`src/rtl/tmon_sensor_ctrl.sv`:
```
// tmon_sensor_ctrl
//   Command-bus consumer for the temperature monitor. Holds the sample-rate
//   (frq_reg) and high-temperature (high_reg) registers, periodically fetches
//   a reading from the sensor front-end over req/ack, and publishes the
//   reading, an over-temperature alarm and a sticky sensor-timeout flag.
//
//   Build option: define TMON_ALARM_LATCH_EN to make alarm sticky (set by any
//   reading above high_reg, cleared only by a RESET op or hard reset).
//
// Ports
//   clk          system clock, all logic on posedge
//   reset        synchronous reset, active low
//   op_valid     command valid
//   op_ready     command can be accepted this cycle
//   op           command code: 0 RESET, 1 NOOP, 2 SET_FRQ, 3 SET_HIGH_TEMP
//   opnd         command operand
//   sens_req     sample request to the sensor front-end
//   sens_ack     sensor data valid (one-cycle pulse)
//   sens_data    sensor reading, qualified by sens_ack
//   temp         last captured reading
//   temp_valid   one-cycle pulse when temp updates
//   alarm        last reading above high threshold
//   timeout_err  sticky sensor-timeout flag
//
// state | meaning
// IDLE  | frq_reg == 0, no sampling
// RUN   | prescaler/tick timer counting toward the next sample
// SENSE | sens_req asserted, waiting for ack or timeout; timer frozen
module tmon_sensor_ctrl #(
  parameter int DW           = 8,
  parameter int PRESCALE     = 16,
  parameter int SENS_TIMEOUT = 255
) (
  input  logic          clk,
  input  logic          reset,
  input  logic          op_valid,
  output logic          op_ready,
  input  logic [1:0]    op,
  input  logic [DW-1:0] opnd,
  output logic          sens_req,
  input  logic          sens_ack,
  input  logic [DW-1:0] sens_data,
  output logic [DW-1:0] temp,
  output logic          temp_valid,
  output logic          alarm,
  output logic          timeout_err
);

  localparam logic [1:0] OP_RESET    = 2'd0;
  localparam logic [1:0] OP_SET_FRQ  = 2'd2;
  localparam logic [1:0] OP_SET_HIGH = 2'd3;

  localparam int PW = $clog2(PRESCALE);
  localparam int SW = (SENS_TIMEOUT > 1) ? $clog2(SENS_TIMEOUT) : 1;
  localparam logic [PW-1:0] PRE_LAST   = PW'(PRESCALE - 1);
  localparam logic [SW-1:0] SENSE_LAST = SW'(SENS_TIMEOUT - 1);

  typedef enum logic [1:0] {IDLE, RUN, SENSE} state_t;

  state_t        state_q, state_d;
  logic [DW-1:0] frq_q, frq_d;
  logic [DW-1:0] high_q, high_d;
  logic [PW-1:0] pre_q, pre_d;
  logic [DW-1:0] tick_q, tick_d;
  logic [SW-1:0] sense_q, sense_d;
  logic [DW-1:0] temp_q, temp_d;
  logic          tv_q, tv_d;
  logic          alarm_q, alarm_d;
  logic          terr_q, terr_d;
  logic          rdy_q;

  logic          xfer;
  logic          wrap;
  logic          expiry;
  logic          over;
  logic [DW-1:0] frq_m1;

  assign op_ready    = rdy_q && (state_q != SENSE);
  assign sens_req    = (state_q == SENSE);
  assign temp        = temp_q;
  assign temp_valid  = tv_q;
  assign alarm       = alarm_q;
  assign timeout_err = terr_q;

  assign xfer   = op_valid && op_ready;
  assign frq_m1 = frq_q - DW'(1);
  assign wrap   = (pre_q == PRE_LAST);
  assign expiry = (state_q == RUN) && wrap && (tick_q == frq_m1);
  assign over   = (sens_data > high_q);

  always_ff @(posedge clk) begin
    if (!reset) begin
      state_q <= IDLE;
      frq_q   <= '0;
      high_q  <= '1;
      pre_q   <= '0;
      tick_q  <= '0;
      sense_q <= '0;
      temp_q  <= '0;
      tv_q    <= 1'b0;
      alarm_q <= 1'b0;
      terr_q  <= 1'b0;
      rdy_q   <= 1'b0;
    end else begin
      state_q <= state_d;
      frq_q   <= frq_d;
      high_q  <= high_d;
      pre_q   <= pre_d;
      tick_q  <= tick_d;
      sense_q <= sense_d;
      temp_q  <= temp_d;
      tv_q    <= tv_d;
      alarm_q <= alarm_d;
      terr_q  <= terr_d;
      rdy_q   <= 1'b1;
    end
  end

  always_comb begin
    state_d = state_q;
    frq_d   = frq_q;
    high_d  = high_q;
    pre_d   = pre_q;
    tick_d  = tick_q;
    sense_d = sense_q;
    temp_d  = temp_q;
    tv_d    = 1'b0;
    alarm_d = alarm_q;
    terr_d  = terr_q;

    case (state_q)
      IDLE: ;
      RUN: begin
        if (expiry) begin
          state_d = SENSE;
          pre_d   = '0;
          tick_d  = '0;
          sense_d = '0;
        end else if (wrap) begin
          pre_d  = '0;
          tick_d = tick_q + DW'(1);
        end else begin
          pre_d = pre_q + PW'(1);
        end
      end
      SENSE: begin
        // An ack arriving on the timeout cycle still counts as a good sample.
        if (sens_ack) begin
          temp_d  = sens_data;
          tv_d    = 1'b1;
`ifdef TMON_ALARM_LATCH_EN
          alarm_d = alarm_q | over;
`else
          alarm_d = over;
`endif
          state_d = (frq_q != '0) ? RUN : IDLE;
        end else if (sense_q == SENSE_LAST) begin
          terr_d  = 1'b1;
          state_d = RUN;
        end else begin
          sense_d = sense_q + SW'(1);
        end
      end
      default: state_d = IDLE;
    endcase

    // Commands only transfer in IDLE/RUN; SET_FRQ and RESET override a
    // same-cycle expiry, the others let it proceed into SENSE.
    if (xfer) begin
      case (op)
        OP_SET_FRQ: begin
          frq_d   = opnd;
          pre_d   = '0;
          tick_d  = '0;
          state_d = (opnd != '0) ? RUN : IDLE;
        end
        OP_SET_HIGH: high_d = opnd;
        OP_RESET: begin
          state_d = IDLE;
          frq_d   = '0;
          high_d  = '1;
          pre_d   = '0;
          tick_d  = '0;
          sense_d = '0;
          temp_d  = '0;
          tv_d    = 1'b0;
          alarm_d = 1'b0;
          terr_d  = 1'b0;
        end
        default: ;
      endcase
    end
  end

endmodule

```
`config.mk`:
```
export PLATFORM = sky130hd
export DESIGN_NAME = tmon_sensor_ctrl
export DESIGN_NICKNAME = d
export VERILOG_FILES = /design/src/rtl/tmon_sensor_ctrl.sv
export SDC_FILE = /design/constraint.sdc
export NUM_CORES = 1
export LEC_CHECK = 0
export ABC_CLOCK_PERIOD_IN_PS = 2400
export CAP_MARGIN = 20
export CELL_PAD_IN_SITES_DETAIL_PLACEMENT = 0
export CELL_PAD_IN_SITES_GLOBAL_PLACEMENT = 2
export CORE_MARGIN = 5
export CORE_UTILIZATION = 29
export DETAILED_ROUTE_END_ITERATION = 8
export PLACE_DENSITY = 0.81
export SYNTH_ARGS = -nofsm -noshare
export SYNTH_HDL_FRONTEND = slang
export SYNTH_SLANG_ARGS = --single-unit
```
`constraint.sdc`:
```
create_clock -name clk -period 2.4 [get_ports clk]
set_clock_uncertainty 0.05 [all_clocks]
set_input_delay 0.48 -clock clk [delete_from_list [all_inputs] [get_ports clk]]
set_output_delay 0.48 -clock clk [all_outputs]
set_load 0.05 [all_outputs]
```
==> impl.org, run 1 <==
** STA
- Number of failing hold endpoints at the final stage :: 0
- The count of pins over their slew limit came to 0.
- Setup violations remaining at the end of the flow were counted as 0.
- Setup repair after global routing left no endpoint under its margin.
- The final critical path takes up between 90 and 100% of the cycle.
- The worst pin sits at a relative slew slack of 66.76%.
- Min Tclk post-route :: 2.225 ns
- At the pin with the least slew margin, the transition time is about 0.5 ns.
- Static timing analysis puts the maximum clock frequency at roughly 450 MHz.
- Aggregate negative setup slack :: 0 ns

** Clock network
- The longest clock path from root to sink contains 2 buffers.
- Clock slew at the register clock pins of the worst setup and hold paths :: 0.09 ns
- Post-CTS timing repair inserted 0 buffers for setup.
- For this design, the sink count on the clock tree is 50.
- Post-CTS Hold Buffers :: 0
- Source-to-sink clock delay at the later pin of the worst-skew pair :: 0.30 ns
- Resize count post-CTS :: 0
- Clock root buffer :: clkbuf_8
- TritonCTS created 5 clock buffers.
- The H-tree was split into 2 levels.
- TritonCTS built the clock tree.

** Critical path
- Nature of the critical path endpoint :: flop
- Data required, critical path :: between 2 and 3 ns
- For this run, the slowest stage of the critical path takes between 0.5 and 0.6 ns.
- Data arrival time of the critical path :: 2.39 ns
- On the critical path, the stage with the largest delay is an instance of or4_4.
- Worst-path cell chain :: or4_4, or3_1, and4b_4, a31oi_4, nor2_2, a311oi_1
- Critical path launch point type :: flop
- In this run the worst path has a maximum fanout of 8.
- The critical path in this run is classified as flop to flop.

** Final layout
- Layout Nets :: 408
- Measured on the finished design, the core utilization comes to around 36%.
- Cells with a size suffix above 1 make up 7.923% of the layout.
- Relative area change from synthesis to final layout :: 24.43%
- Sequential cell area in the final layout :: 1001 sq um
- Fill cells :: ~960
- Number of antenna repair diodes :: 0
- In the final layout, the multi-input gates occupy 1548 sq um.

** Synth
- A synthesized cell averages 8.212 sq um.
- Share of the yosys chip area belonging to registers :: 37.74%
- Counting flops with a built-in enable in the synthesized netlist gives 0.
- Post-synth top cells :: dfxtp_1, nand2_1, a21oi_1, nor2_1, o21ai_0
- Counting flops and latches in the post-synthesis netlist gives 50.
- Leading area contributor after synthesis :: dfxtp_1
- Number of distinct library cell variants in the gate-level netlist after synthesis :: 40
- Post-synthesis cell area :: around 2700 sq um
- The Yosys step of the flow raised 0 warnings.
- In the post-synthesis netlist, the biggest area contributors are dfxtp_1, ha_1, nand2_1, a21oi_1, o21ai_0.
- Synthesized instance count :: 323
- Area fraction of the dominant cell type after synthesis :: 37.74%
- Leading cell type by number of instances after synthesis :: dfxtp_1
- After synthesis, the share of flip-flops with an asynchronous set or reset is 0%.
- Counting every net in the synthesized netlist gives 365.
- Post-synth top flop :: dfxtp_1

** Floorplanning
- The die covers 11160 sq um.
- Core area :: 9065 sq um
- Starting utilization of the core area :: 29.26%
- 35 I/O pins were placed.
- The die is between 100 and 150 microns tall.
- The floorplan has 35 rows.
- Die X-Extent :: 105.6 microns

** Global routing
- For this run, the total global-route usage over all layers was measured as 12.31%.
- Grt total ovfl :: 0
- The first global-routing pass estimated about 11000 microns of wire.
- Number of global-route vias before repair :: 2360
- Maximum number of pins on one net before global-route repair :: 20
- Number of antenna violations at the first check in global routing :: 0

** Drt
- Dividing the detail-routed via count by the number of cells gives between 4 and 5.
- The final route contains 2330 vias.
- In the routed design, unresolved DRC markers number 0.
- Remaining antenna violation count :: 0
- The pre-antenna-repair detailed-routing pass consisted of 4 iterations.
- After detailed routing, the total wire length is 6503 microns.
- For this block, the initial DRC count from the detailed router was just under 80.
- Average wire per standard cell :: between 10 and 15 microns

** Status
- Status :: completed

** Placement
- Buffers added on ports :: 34
- The congestion estimate from routability-driven global placement came to between 0.7 and 0.8.
- Total half-perimeter wirelength after legalization and detailed placement :: 5046 microns

** Worst hold path
- Kind of path behind the tightest hold check :: flop to flop

** Run
- Across the run, the number of max-cap violations was 0.

** Power and ir drop
- Power Dens Cells :: 451.0 nW/um^2
- Static power due to leakage :: ~1.3 nW
- Maximum VDD drop :: about 0.18 mV
-- kinds of logic after synthesis --
| family | synth area share (%) |
|---|---|
| flops | 37.74 |
| buf+inv | 4.481 |
| fa+ha+maj | 9.434 |
| mux | 0.7547 |
| xor+xnor | 7.264 |
| compound gates | 17.92 |
| simple gates | 22.41 |
-- cell type report --
cell class	count	area share, %
clock buffer	6	2.199
clock inverter	1	0.2274
inverter	20	2.274
multi-input combinational	242	46.89
sequential	50	30.33
tap	111	4.208
timing repair buffer	47	13.87
-- layout by cell type (no fill, tap or decap), types with 3 or more instances in the layout --
cell type,count
a21oi_1,27
a22o_1,5
and4_1,3
buf_4,13
clkbuf_8,5
clkdlybuf4s50_1,32
dfxtp_1,50
ha_1,20
inv_1,20
nand2_1,38
nand2b_1,4
nand3_1,14
nor2_1,27
nor2b_1,5
nor3_1,12
nor4_1,4
o21a_1,4
o21ai_0,23
xnor2_1,12
xor2_1,10
-- critical path, delay by kind of cell (launching register included) --
kind,cells,cell delay (ns)
and+or+nand+nor,4,1.20
DFF,1,0.37
AOI/OAI and AO/OA,2,0.52
-- registers in the layout, indices dropped and copies added (netlist names) --
| signal | cells |
|---|---|
| tick_q | 8 |
| timeout_err | 1 |
| sense_q | 8 |
| state_q | 2 |
| frq_q | 8 |
| alarm | 1 |
| temp_valid | 1 |
| pre_q | 4 |
| temp | 8 |
| rdy_q | 1 |
| high_q | 8 |
-- worst paths after layout --
path | start | endpoint | slack, ns | cells past startpoint
setup / recovery | frq_q[2]$_SDFFE_PN0P_ | sense_q[3]$_SDFF_PN0_ | 0.17 | 6
hold / removal | temp[4]$_SDFF_PN0_ | temp[4]$_SDFF_PN0_ | 0.41 | 2
setup reg to reg | frq_q[2]$_SDFFE_PN0P_ | sense_q[3]$_SDFF_PN0_ | 0.17 | 6
hold reg to reg | temp[4]$_SDFF_PN0_ | temp[4]$_SDFF_PN0_ | 0.41 | 2
-- report_power, final --
part | internal, mW | switching, mW
clock network | 0.201 | 0.275
logic | 0.0792 | 0.0883
registers | 0.838 | 0.00711
-- through the flow --
step / std cells / hold WS, ns / total power [mW] / setup WS [ns] / instance area [sq um]
global placement: 470 / 0.3984 / 1.031 / 0.1484 / 3206
floorplan: 323 / 0.4142 / 0.9512 / 0.03416 / 2653
detailed placement: 470 / 0.3991 / 1.032 / 0.1282 / 3206
global route: 477 / 0.4385 / 1.569 / 0.03742 / 3301
CTS: 477 / 0.4123 / 1.516 / 0.1441 / 3286
finish: 477 / 0.4103 / 1.489 / 0.1748 / 3301
-- metal layers --
layer  track usage [%]  up-vias  part of all wire (%)
met4             3.330        0                  0.88
met5                 0        -                     0
met3             2.205        6                   3.0
met1             17.55     1081                    51
met2             19.03       35                    46
li1                  -     1208                     -
Power figures use the tool's default switching activity.
==> run 2: changes to the inputs <==
--- a/config.mk
+++ b/config.mk
@@ -10,8 +10,9 @@
 export CELL_PAD_IN_SITES_DETAIL_PLACEMENT = 0
 export CELL_PAD_IN_SITES_GLOBAL_PLACEMENT = 2
 export CORE_MARGIN = 5
-export CORE_UTILIZATION = 29
+export CORE_UTILIZATION = 34
 export DETAILED_ROUTE_END_ITERATION = 8
+export DONT_BUFFER_PORTS = 1
 export PLACE_DENSITY = 0.81
 export SYNTH_ARGS = -nofsm -noshare
 export SYNTH_HDL_FRONTEND = slang
==> impl.org, run 2 (synthesis gave the netlist of run 1 again) <==
** Critical path
- STA classifies the critical path endpoint as a flop.
- Reg-to-Reg End :: sense_q[2]$_SDFF_PN0_
- Critical path launch point type :: flop
- Of all nets on the critical path, the largest fanout is 8.
- Data required, critical path :: roughly 2.6 ns
- Number of cells on the worst reg-to-reg path :: 6
- By startpoint and endpoint, the worst setup path is classified as flop to flop.
- Reg-to-reg slack, setup :: about 0.14 ns
- The startpoint identified for the worst register-to-register timing path is frq_q[2]$_SDFFE_PN0P_.
- Data arrival time of the critical path :: 2.42 ns

** Placement
- The placed instances occupy a cell area of around 2800 sq um.
- Prior to clock tree synthesis, the placed netlist has a worst setup slack of 0.1809 ns.
- Buffers placed on the I/O ports in this run total 0.
- Cell count after placement :: 423
- Total half-perimeter wirelength after legalization and detailed placement :: ~4900 microns
- The congestion estimate from routability-driven global placement came to just over 0.8.

** Worst hold path
- For hold timing, the worst endpoint is rdy_q$_DFF_P_.
- Hold Startpoint :: reset
- Kind of path behind the tightest hold check :: input pin to flop
- Hold depth :: 0

** Global routing
- The number of antenna violations at the first check in global routing was 0.
- Global routing consumed, on the met3 layer, roughly 3.4% of the routing resources.
- Grt met1 use :: 18.62%
- In the global route stage, met2 resource usage came out at 22.26%.
- Number of global-route vias before repair :: 2252
- Layer with the highest usage after global routing :: met2
- Global-route wire length before repair :: 10970 microns
- Entering global routing, the biggest net connects 16 pins.
- Grt total ovfl :: 0
- For this run, the total global-route usage over all layers was measured as 13.89%.

** Power and ir drop
- Net switching is 23.61% of the power.
- Clock power share :: 38.5%
- The analysis attributes to net switching a power of approximately 0.37 mW.
- The analysis attributes to cell leakage a power of approximately 1.2 nW.
- Sequential power share :: 54.3%
- Across the VDD grid, the largest voltage drop is 0.2115 mV.
- Per report_power, the combinational group accounts for 7.3% of the total.
- Power spread over the standard cell area amounts to 535.1 nW/um^2.
- The completed layout was analyzed and its total power is 1.559 mW.
- Cell internal pwr :: 1.191 mW

** Drt
- Before antenna repair, the detailed router went through 5 iterations.
- In the routed design, unresolved DRC markers number 0.
- Average vias per placed instance :: about 5
- Average wire per standard cell :: around 15 microns
- Total length of routed wires :: ~6400 microns
- Remaining antenna violation count :: 0
- Initial drt markers :: 54
- Total via count after detailed routing :: 2202

** Final layout
- Number of antenna repair diodes :: 0
- Share of post-route cells with drive strength above 1 :: 6.687%
- Sequential cell area in the final layout :: 1001 sq um
- Area used by multi-input combinational logic :: between 1500 and 2000 sq um
- The count of cells in the finished layout, fillers not included, comes to 431.
- Final Core Density :: 38.09%
- Commonest cells after routing, fill and taps aside :: dfxtp_1, nand2_1, a21oi_1, nor2_1, o21ai_0
- Counting the fill cells in the layout gives 811.
- Leaving out fill and tap cells, the most frequent cell in the layout is dfxtp_1.
- Relative area change from synthesis to final layout :: 9.811%
- The finished cells cover 2913 sq um.
- In the final design database the tool counted 370 nets.

** Floorplanning
- Starting utilization of the core area :: a little over a third
- Die Y :: a little under 100 microns
- The die covers 9668 sq um.
- Number of cell rows :: 32
- # IOs :: 35
- Core area :: 7647 sq um
- Die X-Extent :: about 98 microns

** STA
- Min Tclk post-route :: 2.262 ns
- Transition time at the pin with the least slew margin :: 0.5964 ns
- Number of failing hold endpoints at the final stage :: 0
- Fraction of the cycle the final worst path needs :: a little over nine tenths
- Max transition margin :: 60.10%
- Aggregate negative setup slack :: 0 ns
- Final setup violation count :: 0
- The count of pins over their slew limit was 0.
- Across all setup checks in the final design, the least slack found is roughly 0.14 ns.
- Setup repair after global routing left no endpoint under its margin.
- Maximum clock frequency :: about 440 MHz
- The tightest hold path in the finished design has a slack of 0.1422 ns.

** Clock network
- Post-CTS Hold Buffers :: 0
- In this run the number of H-tree levels came out at 2.
- Clock root buffer :: clkbuf_8
- Resize count post-CTS :: 0
- Post-CTS setup-driven buffer insertion count :: 0
- Source-to-sink clock delay at the later pin of the worst-skew pair :: around 0.30 ns
- Count of clock tree sinks :: 50
- Buffers inserted during clock tree synthesis total 5.
- Clock slew at the register clock pins of the worst setup and hold paths :: 0.10 ns
- The clock passes through at most 2 buffers.
- CTS tree :: done

** Status
- The run finished with clean final reports.

** Run
- Max Cap Violations :: 0
[run 2: how the worst max path moves through the flow]
stage	start	cells after the start	end	slack [ns]
after floorplan	state_q[0]$_SDFF_PN0_	4	op_ready	0.03
after global placement	frq_q[2]$_SDFFE_PN0P_	6	sense_q[3]$_SDFF_PN0_	0.24
after detailed placement	frq_q[2]$_SDFFE_PN0P_	6	sense_q[2]$_SDFF_PN0_	0.18
after CTS	frq_q[2]$_SDFFE_PN0P_	6	sense_q[2]$_SDFF_PN0_	0.15
after global routing	frq_q[2]$_SDFFE_PN0P_	6	sense_q[2]$_SDFF_PN0_	0.03
final	frq_q[2]$_SDFFE_PN0P_	6	sense_q[2]$_SDFF_PN0_	0.14
[run 2: metal layers]
| metal | wire [microns] | share of wire [%] |
|---|---|---|
| met4 | 64 | 1.0 |
| met2 | 2908 | 45 |
| met1 | 3119 | 49 |
| met3 | 311 | 4.9 |
| met5 | 0 | 0 |
[run 2: layout make-up]
| class | count | area share, % |
|---|---|---|
| Clock buffer | 5 | 2.363 |
| Sequential cell | 50 | 34.36 |
| Tap cell | 102 | 4.381 |
| Timing Repair Buffer | 9 | 2.320 |
| Multi-Input combinational cell | 242 | 52.62 |
| Clock inverter | 3 | 1.375 |
| Inverter | 20 | 2.577 |
[run 2: power by group through the flow]
stage / combinational [mW] / sequential (mW) / clock (mW)
after global routing: 0.129 / 0.847 / 0.656
after global placement: 0.114 / 0.865 / 0
after CTS: 0.114 / 0.846 / 0.617
after floorplan: 0.0884 / 0.863 / 0
after detailed placement: 0.114 / 0.865 / 0
final: 0.113 / 0.846 / 0.600
[run 2: worst max-delay path, stage by stage, from the launching register on]
cell      delay [ns]
dfxtp_1         0.37
or4_4           0.57
or3_1           0.32
and4b_4         0.23
a31oi_4         0.27
nor2_2          0.07
a311oi_1        0.28
==> run 3: changes to the inputs <==
--- a/config.mk
+++ b/config.mk
@@ -11,6 +11,7 @@
 export CELL_PAD_IN_SITES_GLOBAL_PLACEMENT = 2
 export CORE_MARGIN = 5
 export CORE_UTILIZATION = 34
+export CTS_CLUSTER_SIZE = 40
 export DETAILED_ROUTE_END_ITERATION = 8
 export DONT_BUFFER_PORTS = 1
 export PLACE_DENSITY = 0.81
==> results of run 3 <==
Same layout as run 2: the final DEF is identical, and so are final timing and power.
